`src/rtl/mc_ctrl_pkg.sv`:
```
// Shared types and encodings for the multi-cycle RV32I-subset control FSM.
package mc_ctrl_pkg;

    // One state per clock of an instruction's lifetime.
    typedef enum logic [3:0] {
        ST_FETCH    = 4'd0,
        ST_DECODE   = 4'd1,
        ST_EXEC_R   = 4'd2,
        ST_EXEC_I   = 4'd3,
        ST_ALU_WB   = 4'd4,
        ST_MEM_ADDR = 4'd5,
        ST_MEM_RD   = 4'd6,
        ST_LD_WB    = 4'd7,
        ST_MEM_WR   = 4'd8,
        ST_BRANCH   = 4'd9,
        ST_JAL      = 4'd10
    } state_t;

    // What the ALU is being used for in the current state.
    typedef enum logic [1:0] {
        ALU_CLS_ADD = 2'd0,
        ALU_CLS_SUB = 2'd1,
        ALU_CLS_R   = 2'd2,
        ALU_CLS_I   = 2'd3
    } alu_cls_t;

    localparam logic [3:0] ALUCTL_AND = 4'b0000;
    localparam logic [3:0] ALUCTL_OR  = 4'b0001;
    localparam logic [3:0] ALUCTL_ADD = 4'b0010;
    localparam logic [3:0] ALUCTL_SUB = 4'b0110;
    localparam logic [3:0] ALUCTL_SLT = 4'b0100;

    localparam logic [6:0] OP_R      = 7'b0110011;
    localparam logic [6:0] OP_I      = 7'b0010011;
    localparam logic [6:0] OP_LOAD   = 7'b0000011;
    localparam logic [6:0] OP_STORE  = 7'b0100011;
    localparam logic [6:0] OP_BRANCH = 7'b1100011;
    localparam logic [6:0] OP_JAL    = 7'b1101111;

    localparam logic [2:0] F3_ADD = 3'b000;
    localparam logic [2:0] F3_AND = 3'b111;
    localparam logic [2:0] F3_OR  = 3'b110;
    localparam logic [2:0] F3_SLT = 3'b010;
    localparam logic [2:0] F3_BEQ = 3'b000;
    localparam logic [2:0] F3_BLT = 3'b100;

    localparam logic [1:0] SRC_A_PC    = 2'd0;
    localparam logic [1:0] SRC_A_RS1   = 2'd1;
    localparam logic [1:0] SRC_A_OLDPC = 2'd2;

    localparam logic [1:0] SRC_B_RS2   = 2'd0;
    localparam logic [1:0] SRC_B_FOUR  = 2'd1;
    localparam logic [1:0] SRC_B_IMM   = 2'd2;

    localparam logic [1:0] M2R_ALUOUT  = 2'd0;
    localparam logic [1:0] M2R_MDR     = 2'd1;
    localparam logic [1:0] M2R_PC      = 2'd2;

    localparam logic PC_SRC_ALU    = 1'b0;
    localparam logic PC_SRC_ALUOUT = 1'b1;

    // funct3 values the ALU-op (R/I) instructions support.
    function automatic logic alu_f3_legal(input logic [2:0] f3);
        logic ok;
        case (f3)
            F3_ADD, F3_AND, F3_OR, F3_SLT: ok = 1'b1;
            default:                       ok = 1'b0;
        endcase
        return ok;
    endfunction

endpackage

```
`src/rtl/alu_ctl_dec.sv`:
```
// Combinational ALUctl decode from the ALU usage class and the instruction funct fields.
module alu_ctl_dec
    import mc_ctrl_pkg::*;
(
    input  alu_cls_t   cls,
    input  logic [2:0] funct3,
    input  logic       funct7_5,
    output logic [3:0] alu_ctl
);

    // Select the ALU operation; address/PC arithmetic is always ADD.
    always_comb begin
        alu_ctl = ALUCTL_ADD;
        case (cls)
            ALU_CLS_ADD: alu_ctl = ALUCTL_ADD;
            ALU_CLS_SUB: alu_ctl = ALUCTL_SUB;
            ALU_CLS_R, ALU_CLS_I: begin
                case (funct3)
                    F3_ADD: begin
                        // Only register-register ops use bit 30 as SUB; for immediates it is imm data.
                        if ((cls == ALU_CLS_R) && funct7_5) begin
                            alu_ctl = ALUCTL_SUB;
                        end else begin
                            alu_ctl = ALUCTL_ADD;
                        end
                    end
                    F3_AND:  alu_ctl = ALUCTL_AND;
                    F3_OR:   alu_ctl = ALUCTL_OR;
                    F3_SLT:  alu_ctl = ALUCTL_SLT;
                    default: alu_ctl = ALUCTL_ADD;
                endcase
            end
            default: alu_ctl = ALUCTL_ADD;
        endcase
    end

endmodule

```
`src/rtl/multicycle_ctrl.sv`:
```
// Control FSM for the multi-cycle RV32I-subset datapath.
// Optional feature macro: MC_CTRL_BLT_EN (makes branch funct3=100, BLT, legal).
module multicycle_ctrl
    import mc_ctrl_pkg::*;
#(
    parameter int ALUCTL_W  = 4,
    parameter int INSTRET_W = 32
) (
    input  logic                 clk,
    input  logic                 rst_n,
    input  logic [6:0]           opcode,
    input  logic [2:0]           funct3,
    input  logic                 funct7_5,
    input  logic                 zero,
    input  logic                 blt,
    output logic [ALUCTL_W-1:0]  ALUctl,
    output logic [1:0]           alu_src_a,
    output logic [1:0]           alu_src_b,
    output logic                 pc_write,
    output logic                 pc_src,
    output logic                 ir_write,
    output logic                 mem_read,
    output logic                 mem_write,
    output logic                 reg_write,
    output logic [1:0]           mem_to_reg,
    output logic                 illegal_op,
    output logic [INSTRET_W-1:0] instret
);

    state_t                 state_r;
    state_t                 next_state_s;
    alu_cls_t               alu_cls_s;
    logic [3:0]             alu_ctl_s;
    logic [1:0]             src_a_s;
    logic [1:0]             src_b_s;
    logic                   pc_write_s;
    logic                   pc_src_s;
    logic                   ir_write_s;
    logic                   mem_read_s;
    logic                   mem_write_s;
    logic                   reg_write_s;
    logic [1:0]             mem_to_reg_s;
    logic                   illegal_s;
    logic                   retire_s;
    logic                   br_f3_ok_s;
    logic [INSTRET_W-1:0]   instret_r;

`ifdef MC_CTRL_BLT_EN
    assign br_f3_ok_s = (funct3 == F3_BEQ) || (funct3 == F3_BLT);
`else
    assign br_f3_ok_s = (funct3 == F3_BEQ);
`endif

    alu_ctl_dec u_alu_ctl_dec (
        .cls      (alu_cls_s),
        .funct3   (funct3),
        .funct7_5 (funct7_5),
        .alu_ctl  (alu_ctl_s)
    );

    // State register; reset returns to FETCH and abandons any instruction in flight.
    always_ff @(posedge clk or negedge rst_n) begin
        if (!rst_n) begin
            state_r <= ST_FETCH;
        end else begin
            state_r <= next_state_s;
        end
    end

    // Next-state and Moore output decode; only BRANCH's pc_write looks at the ALU flags.
    always_comb begin
        next_state_s = state_r;
        alu_cls_s    = ALU_CLS_ADD;
        src_a_s      = SRC_A_PC;
        src_b_s      = SRC_B_RS2;
        pc_write_s   = 1'b0;
        pc_src_s     = PC_SRC_ALU;
        ir_write_s   = 1'b0;
        mem_read_s   = 1'b0;
        mem_write_s  = 1'b0;
        reg_write_s  = 1'b0;
        mem_to_reg_s = M2R_ALUOUT;
        illegal_s    = 1'b0;
        retire_s     = 1'b0;
        case (state_r)
            ST_FETCH: begin
                mem_read_s   = 1'b1;
                ir_write_s   = 1'b1;
                src_a_s      = SRC_A_PC;
                src_b_s      = SRC_B_FOUR;
                pc_write_s   = 1'b1;
                pc_src_s     = PC_SRC_ALU;
                next_state_s = ST_DECODE;
            end
            ST_DECODE: begin
                // Branch target precomputed into ALUOut regardless of opcode.
                src_a_s = SRC_A_OLDPC;
                src_b_s = SRC_B_IMM;
                case (opcode)
                    OP_R: begin
                        if (alu_f3_legal(funct3)) begin
                            next_state_s = ST_EXEC_R;
                        end else begin
                            illegal_s    = 1'b1;
                            next_state_s = ST_FETCH;
                        end
                    end
                    OP_I: begin
                        if (alu_f3_legal(funct3)) begin
                            next_state_s = ST_EXEC_I;
                        end else begin
                            illegal_s    = 1'b1;
                            next_state_s = ST_FETCH;
                        end
                    end
                    OP_LOAD, OP_STORE: next_state_s = ST_MEM_ADDR;
                    OP_BRANCH: begin
                        if (br_f3_ok_s) begin
                            next_state_s = ST_BRANCH;
                        end else begin
                            illegal_s    = 1'b1;
                            next_state_s = ST_FETCH;
                        end
                    end
                    OP_JAL: next_state_s = ST_JAL;
                    default: begin
                        illegal_s    = 1'b1;
                        next_state_s = ST_FETCH;
                    end
                endcase
            end
            ST_EXEC_R: begin
                alu_cls_s    = ALU_CLS_R;
                src_a_s      = SRC_A_RS1;
                src_b_s      = SRC_B_RS2;
                next_state_s = ST_ALU_WB;
            end
            ST_EXEC_I: begin
                alu_cls_s    = ALU_CLS_I;
                src_a_s      = SRC_A_RS1;
                src_b_s      = SRC_B_IMM;
                next_state_s = ST_ALU_WB;
            end
            ST_ALU_WB: begin
                reg_write_s  = 1'b1;
                mem_to_reg_s = M2R_ALUOUT;
                retire_s     = 1'b1;
                next_state_s = ST_FETCH;
            end
            ST_MEM_ADDR: begin
                src_a_s = SRC_A_RS1;
                src_b_s = SRC_B_IMM;
                if (opcode == OP_LOAD) begin
                    next_state_s = ST_MEM_RD;
                end else begin
                    next_state_s = ST_MEM_WR;
                end
            end
            ST_MEM_RD: begin
                mem_read_s   = 1'b1;
                next_state_s = ST_LD_WB;
            end
            ST_LD_WB: begin
                reg_write_s  = 1'b1;
                mem_to_reg_s = M2R_MDR;
                retire_s     = 1'b1;
                next_state_s = ST_FETCH;
            end
            ST_MEM_WR: begin
                mem_write_s  = 1'b1;
                retire_s     = 1'b1;
                next_state_s = ST_FETCH;
            end
            ST_BRANCH: begin
                alu_cls_s    = ALU_CLS_SUB;
                src_a_s      = SRC_A_RS1;
                src_b_s      = SRC_B_RS2;
                pc_src_s     = PC_SRC_ALUOUT;
                pc_write_s   = ((funct3 == F3_BEQ) && zero) || ((funct3 == F3_BLT) && blt);
                retire_s     = 1'b1;
                next_state_s = ST_FETCH;
            end
            ST_JAL: begin
                reg_write_s  = 1'b1;
                mem_to_reg_s = M2R_PC;
                pc_src_s     = PC_SRC_ALUOUT;
                pc_write_s   = 1'b1;
                retire_s     = 1'b1;
                next_state_s = ST_FETCH;
            end
            default: next_state_s = ST_FETCH;
        endcase
    end

    // Retired-instruction counter; wraps naturally at all-ones.
    always_ff @(posedge clk or negedge rst_n) begin
        if (!rst_n) begin
            instret_r <= {INSTRET_W{1'b0}};
        end else if (retire_s) begin
            instret_r <= instret_r + INSTRET_W'(1'b1);
        end else begin
            instret_r <= instret_r;
        end
    end

    // Reset dominates the decode so FETCH's enables cannot fire while rst_n is low.
    assign ALUctl     = rst_n ? ALUCTL_W'(alu_ctl_s) : ALUCTL_W'(ALUCTL_ADD);
    assign alu_src_a  = rst_n ? src_a_s : 2'b00;
    assign alu_src_b  = rst_n ? src_b_s : 2'b00;
    assign pc_write   = rst_n & pc_write_s;
    assign pc_src     = rst_n & pc_src_s;
    assign ir_write   = rst_n & ir_write_s;
    assign mem_read   = rst_n & mem_read_s;
    assign mem_write  = rst_n & mem_write_s;
    assign reg_write  = rst_n & reg_write_s;
    assign mem_to_reg = rst_n ? mem_to_reg_s : 2'b00;
    assign illegal_op = rst_n & illegal_s;
    assign instret    = instret_r;

endmodule
```
`config.mk`:
```
export PLATFORM = sky130hd
export DESIGN_NAME = multicycle_ctrl
export DESIGN_NICKNAME = d
export VERILOG_FILES = /design/src/rtl/mc_ctrl_pkg.sv /design/src/rtl/alu_ctl_dec.sv /design/src/rtl/multicycle_ctrl.sv
export SDC_FILE = /design/constraint.sdc
export NUM_CORES = 1
export LEC_CHECK = 0
export ABC_AREA = 1
export CAP_MARGIN = 0
export CORE_MARGIN = 2
export CORE_UTILIZATION = 49
export CTS_BUF_LIST = sky130_fd_sc_hd__clkbuf_16
export CTS_CLUSTER_SIZE = 24
export DETAILED_ROUTE_END_ITERATION = 10
export GPL_ROUTABILITY_DRIVEN = 0
export GPL_TIMING_DRIVEN = 0
export PLACE_DENSITY = 0.81
export RECOVER_POWER = 25
export SLEW_MARGIN = 10
export SYNTH_ARGS = -nofsm -noshare
export SYNTH_HDL_FRONTEND = slang
export SYNTH_SLANG_ARGS = --single-unit
```
`constraint.sdc`:
```
create_clock -name clk -period 1.8 [get_ports clk]
set_input_delay 0.45 -clock clk [delete_from_list [all_inputs] [get_ports clk]]
set_output_delay 0.45 -clock clk [all_outputs]
set_load 0.01 [all_outputs]
```
==> results of run 1 <==
## per-layer routing
metal | vias up | track usage, %
met4 | 0 | 11.3
met1 | 1317 | 34.0
met3 | 22 | 4.20
met5 | - | 0
li1 | 1361 | -
met2 | 121 | 46.5
## placed cells by master, fill, tap and decap left out, drive strengths merged, types with 11 or more instances in the layout
master and n:
clkbuf 11, inv 40, nand3 19, dfrtp 36
xor2 12, buf 44, clkdlybuf4s50 34, o21ai 11
nand2 141, nor2 76
## kinds of logic after synthesis
| family | count (synthesis) | synth area share (%) |
|---|---|---|
| fa+ha+maj | 1 | 0.516 |
| compound gates | 18 | 4.13 |
| flops | 36 | 37.1 |
| simple gates | 256 | 44.3 |
| xor+xnor | 17 | 6.14 |
| buf+inv | 45 | 7.63 |
| other cells | 1 | 0.155 |
## worst max-delay path: stages, from the launching register on
cell     delay, ns
dfrtp_2       0.46
nor2_4        0.17
inv_2         0.09
nor2_4        0.11
inv_2         0.06
nor2_4        0.11
inv_1         0.05
nor2_1        0.09
buf_2         0.13
## power breakdown
| group | switching (uW) | internal (uW) | total, uW |
|---|---|---|---|
| registers | 50.1 | 847 | 898 |
| logic | 346 | 280 | 626 |
| clock network | 325 | 502 | 827 |
## per-stage QoR
step / hold slack [ns] / setup slack [ns] / utilization [%] / cell area [um2] / setup TNS [ns]
floorplan: 0.154 / 0.0352 / - / 2430 / 0
global placement: 0.503 / -2.39 / 65.8 / 3130 / -57.18
detailed placement: 0.371 / -0.909 / 66.2 / 3150 / -10.17
CTS: 0.193 / -0.124 / 75.1 / 3570 / -0.551
global route: 0.205 / -0.260 / 76.8 / 3650 / -2.10
finish: 0.193 / -0.200 / 76.8 / 3650 / -1.39
## path summary, 6_finish.rpt
kind	startpoint	endpoint	slack, ns
setup / recovery	state_r[3]	illegal_op	-0.20
hold / removal	rst_n	state_r[2]	0.19
setup reg to reg	state_r[3]	instret[26]	0.09
hold reg to reg	instret[19]	instret[19]	0.52
max in group asynchronous	rst_n	instret[5]	0.67
min in group clk	instret[19]	instret[19]	0.52
## registers in the layout (all words and copies together) (netlist names)
signal / cells
state_r: 4
instret: 32
## what timing repair did
action / 4_1_cts / 5_1_grt
pin swaps: 19 / 19
setup endpoints to repair: 16 / 25
buffers inserted: 20 / 6
cloned: 1 / 0
resized for setup: 121 / 40
hold buffers: 1 / 0
hold endpoints to repair: 14 / 0
## final cells by class
class / count / area (um2)
multi-input combinational: 293 / 1530
fill: 331 / 1100
buffer: 4 / 35.0
inverter: 41 / 158
timing repair buffer: 91 / 795
sequential: 36 / 908
clock buffer: 5 / 125
tap: 67 / 83.8
clock inverter: 3 / 13.8
==> results.yml, run 1 <==
clocking:
  path_clk_slew_ns: 0.05
  insertion_delay_ns: 0.28
  cts.path.max_buffers: 2
  cts-buffers-inserted: 5
  cts_tree: "done"
  cts.htree.levels: 2
  clock_sinks: 36
  root_buffer: "clkbuf_16"
route:
  vias: 2821
  vias_per_cell: 5.22
  met1_length_um: 2910
  wl_met2_um: 3850
  first_pass_iters: 5
  top_layer_used: "met4"
  wl_met3_um: 455
  routed_wl_um: 7450
  ant_nets: 0
  wl_per_cell_um: 13.8
  drc: 0
  drtIter0Drc: 139
sta:
  worst_pin_slew_ns: 0.796
  finalSetupViolations: 12
  drv_slew: 0
  hold_violations: 0
  rsz0062_at_grt: "true"
  relSlewSlack_pct: 46.9
  setup_ws_ns: -0.200
  min_period_over_period_pct: 111
  fin_worst_skew_ns: 0.00564
  min_period_ns: 2.00
  fmax_mhz: 500
outcome:
  violations: "setup timing"
  status: "finished with violations"
floorplan:
  dieWidth_um: 74.4
  die-area_um2: 5530
  placementRows: 25
  start_util_pct: 51.0
  core_um2: 4750
  die_h_um: 74.4
  ios: 64
placement:
  post-place-cells: 504
  portBuffers: 62
  hpwl_um: 4660
grt:
  grt_pass1_wl_um: 11600
  overflow: 0
  grt_usage_pct: 27.1
  grt_max_degree: 15
  antenna_found_initial: 0
  grt_pass1_vias: 2621
job:
  max_cap_violations: 0
critical_path:
  crit_required_ns: 1.35
  worst-setup-path-type: "reg2out"
  worstPathArrival_ns: 1.55
  reg2reg_depth: 11
  crit_path_start_kind: "register"
  end_kind: "primary output"
  critical_path.max_fanout: 4
pwr:
  p_total_uw: 2350
  p_leak_uw: 0.00165
  peakVddDrop_v: 0.000333
  power_density_nw_per_um2: 644
synthesis:
  synthesis.area_um2: 2430
  synth_top_area_share_pct: 37.1
  avgSynthCellArea_um2: 6.49
  netlist_top_cells_count: "138 x nand2_1, 74 x nor2_1, 38 x inv_1"
  synthArstFlopShare_pct: 100
  ys_top_cells_by_area: "dfrtp_1 37%, nand2_1 21%, nor2_1 11%, inv_1 5.9%, xor2_1 4.3%"
  syn-num-nets: 390
  synth_edf_count: 0
  synth.largest_area_cell: "dfrtp_1"
  ys_types: 30
  synth_seq_area_share_pct: 37.1
  postSynthCellCount: 374
  yosysMostFrequentCell: "nand2_1"
  yosysWarnings: 0
  synthFlopType: "dfrtp_1"
  ys_ff_latch: 36
finish:
  antennaDiodeCount: 0
  drive_gt1_share_pct: 25.4
  stdcell_count: 540
  nets: 488
  syn2layout_area_growth_pct: 50.5
worst_hold_path:
  hp-class: "in2async"
Power figures use the tool's default switching activity.
==> run 2, diff against run 1 <==
--- a/config.mk
+++ b/config.mk
@@ -6,6 +6,7 @@
 export NUM_CORES = 1
 export LEC_CHECK = 0
 export ABC_AREA = 1
+export ABC_CLOCK_PERIOD_IN_PS = 1800
 export CAP_MARGIN = 0
 export CORE_MARGIN = 2
 export CORE_UTILIZATION = 49
==> results of run 2 <==
No change in the layout: final DEF, timing and power equal those of run 1.
==> run 3, diff against run 2 <==
--- a/config.mk
+++ b/config.mk
@@ -5,17 +5,16 @@
 export SDC_FILE = /design/constraint.sdc
 export NUM_CORES = 1
 export LEC_CHECK = 0
-export ABC_AREA = 1
-export ABC_CLOCK_PERIOD_IN_PS = 1800
+export ABC_CLOCK_PERIOD_IN_PS = 2100
 export CAP_MARGIN = 0
 export CORE_MARGIN = 2
-export CORE_UTILIZATION = 49
+export CORE_UTILIZATION = 47
 export CTS_BUF_LIST = sky130_fd_sc_hd__clkbuf_16
 export CTS_CLUSTER_SIZE = 24
 export DETAILED_ROUTE_END_ITERATION = 10
 export GPL_ROUTABILITY_DRIVEN = 0
 export GPL_TIMING_DRIVEN = 0
-export PLACE_DENSITY = 0.81
+export PLACE_DENSITY = 0.8
 export RECOVER_POWER = 25
 export SLEW_MARGIN = 10
 export SYNTH_ARGS = -nofsm -noshare
==> constraint.sdc (replaced) <==
create_clock -name clk -period 2.1 [get_ports clk]
set_input_delay 0.525 -clock clk [delete_from_list [all_inputs] [get_ports clk]]
set_output_delay 0.525 -clock clk [all_outputs]
set_load 0.01 [all_outputs]
==> run 3 against run 2 <==
Against the previous run: the flow still finishes with violations (setup timing); critical path depth fell by 2; utilization decreased by 4.3 points; combinational power decreased by 5.9%; clock skew decreased by 0.0017 ns; synthesized area is 13% lower; count of clock-buffer cells in the layout is the same; largest cell class unchanged.
==> results.yml, run 3 <==
critical_path:
  worstPathArrival_ns: 1.61
  crit_path_start_kind: "register"
  worst-setup-path-type: "reg2out"
  reg2reg_depth: 7
  rrSetupSlack_ns: 0.04
  critical_path.max_fanout: 6
  r2r_start: "state_r[1]"
  crit_path_end: "reg_write"
  crit_required_ns: 1.57
  critical_path.startpoint: "state_r[2]"
  r2r_end: "instret[30]"
  end_kind: "primary output"
route:
  vias_per_cell: 5.58
  vias: 1980
  routed_wl_um: 5790
  first_pass_iters: 4
  drtIter0Drc: 82
  wl_per_cell_um: 16.3
  drc: 0
  ant_nets: 0
synthesis:
  ys_top_cells_by_area: "dfrtp_1 43%, xnor2_1 8.3%, xor2_1 5.0%, nand2_1 3.9%, nor4_2 3.5%"
  synth_top_area_share_pct: 42.5
  postSynthCellCount: 220
  netlist_top_cells_count: "36 x dfrtp_1, 22 x nand2_1, 20 x xnor2_1"
  ys_types: 53
  synth.largest_area_cell: "dfrtp_1"
  synth_seq_area_share_pct: 42.5
  avgSynthCellArea_um2: 9.63
  yosysMostFrequentCell: "dfrtp_1"
  synthFlopType: "dfrtp_1"
  syn-num-nets: 236
  synth_edf_count: 0
  yosysWarnings: 0
  synthesis.area_um2: 2120
  ys_ff_latch: 36
  synthArstFlopShare_pct: 100
clocking:
  insertion_delay_ns: 0.28
  cts_tree: "done"
  path_clk_slew_ns: 0.05
  cts.path.max_buffers: 2
  cts-buffers-inserted: 5
  root_buffer: "clkbuf_16"
  clock_sinks: 36
  cts.htree.levels: 2
  holdBufCountCts: 0
sta:
  fin_worst_skew_ns: 0.00396
  finalSetupViolations: 2
  min_period_over_period_pct: 101
  rsz0062_at_grt: "true"
  relSlewSlack_pct: 61.1
  setup_ws_ns: -0.0310
  min_period_ns: 2.13
  fmax_mhz: 469
  drv_slew: 0
  worst_pin_slew_ns: 0.583
  hold_violations: 0
  worst_hold_slack_ns: 0.129
pwr:
  power_density_nw_per_um2: 705
  p_leak_uw: 0.00141
  peakVddDrop_v: 0.000534
floorplan:
  ios: 64
  start_util_pct: 48.7
  die-area_um2: 5060
  core_um2: 4350
  die_h_um: 71.2
  dieWidth_um: 71.2
  placementRows: 24
placement:
  portBuffers: 61
  hpwl_um: 3740
  post-place-cells: 334
finish:
  final_cell_mix: "34 x dfrtp_1, 33 x clkdlybuf4s50_1, 20 x xnor2_1"
  stdcell_count: 355
  layout_commonest_cell: "dfrtp_1"
  nets: 318
  drive_gt1_share_pct: 28.4
  antennaDiodeCount: 0
  largest_reg_flops: 32
  syn2layout_area_growth_pct: 49.0
grt:
  grt_usage_pct: 22.4
  grt_pass1_vias: 1898
  antenna_found_initial: 0
  overflow: 0
  grt_max_degree: 30
  grt_pass1_wl_um: 9050
job:
  max_cap_violations: 0
worst_hold_path:
  hp-class: "in2async"
outcome:
  violations: "setup timing"
  status: "finished with violations"
## run 3: worst min-delay path by stage
stage                        to  slack (ns)  cells past startpoint
floorplan            instret[0]        0.23                      0
CTS                 instret[27]        0.14                      1
finish              instret[27]        0.13                      1
detailed placement  instret[27]        0.42                      1
global placement    instret[31]        0.46                      1
global route        instret[27]        0.13                      1
## run 3: report_power, final
part           switching [uW]  leakage [uW]  internal, uW  total, uW
Combinational             305      0.000842           284        589
Clock                     269     0.0000789           551        820
Sequential               80.1      0.000493           736        816
Total                     655       0.00141          1570       2230
## run 3: cell type report
class / instances / area (um2)
Timing Repair Buffer: 76 / 661
Buffer: 10 / 88.8
Tap cell: 52 / 65.1
Clock inverter: 3 / 37.5
Sequential cell: 36 / 903
Fill cell: 320 / 1200
Clock buffer: 5 / 125
Multi-Input combinational cell: 167 / 1250
Inverter: 6 / 25.0
## run 3: cell families after synthesis
| logic type | synth area share (%) |
|---|---|
| compound gates | 9.45 |
| buf+inv | 3.54 |
| flops | 42.5 |
| xor+xnor | 14.0 |
| other cells | 0.177 |
| mux | 1.00 |
| fa+ha+maj | 0.590 |
| simple gates | 28.7 |
## run 3: routing by layer
layer / track usage, % / part of all wire, % / up-vias
met1: 27.4 / 41 / 954
met2: 38.7 / 52 / 62
met4: 6.92 / 2.8 / 0
met5: 0 / 0 / -
li1: - / - / 947
met3: 5.70 / 3.9 / 17
## run 3: what timing repair did
item,in CTS,in global routing
endpoints found under the setup margin,16,23
resized for setup,77,49
buffers inserted,9,5
pin swaps,10,12
## run 3: through the flow
stage	instance area [um2]	setup WS, ns	setup TNS (ns)	utilization [%]	total power, uW
2_1_floorplan	2120	0.0224	0	-	1080
5_1_grt	3160	-0.0993	-0.802	72.5	2310
6_report	3160	-0.0310	-0.0358	72.5	2230
3_5_place_dp	2810	-0.879	-6.06	64.5	1330
3_3_place_gp	2800	-2.13	-45.48	64.2	1310
4_1_cts	3090	-0.200	-0.231	70.9	2170
## run 3: critical path: stages (launching register included)
cell,delay [ns]
dfrtp_2,0.43
buf_6,0.12
nor2b_4,0.14
mux2_4,0.27
a22oi_2,0.17
nor2b_2,0.07
buf_2,0.14
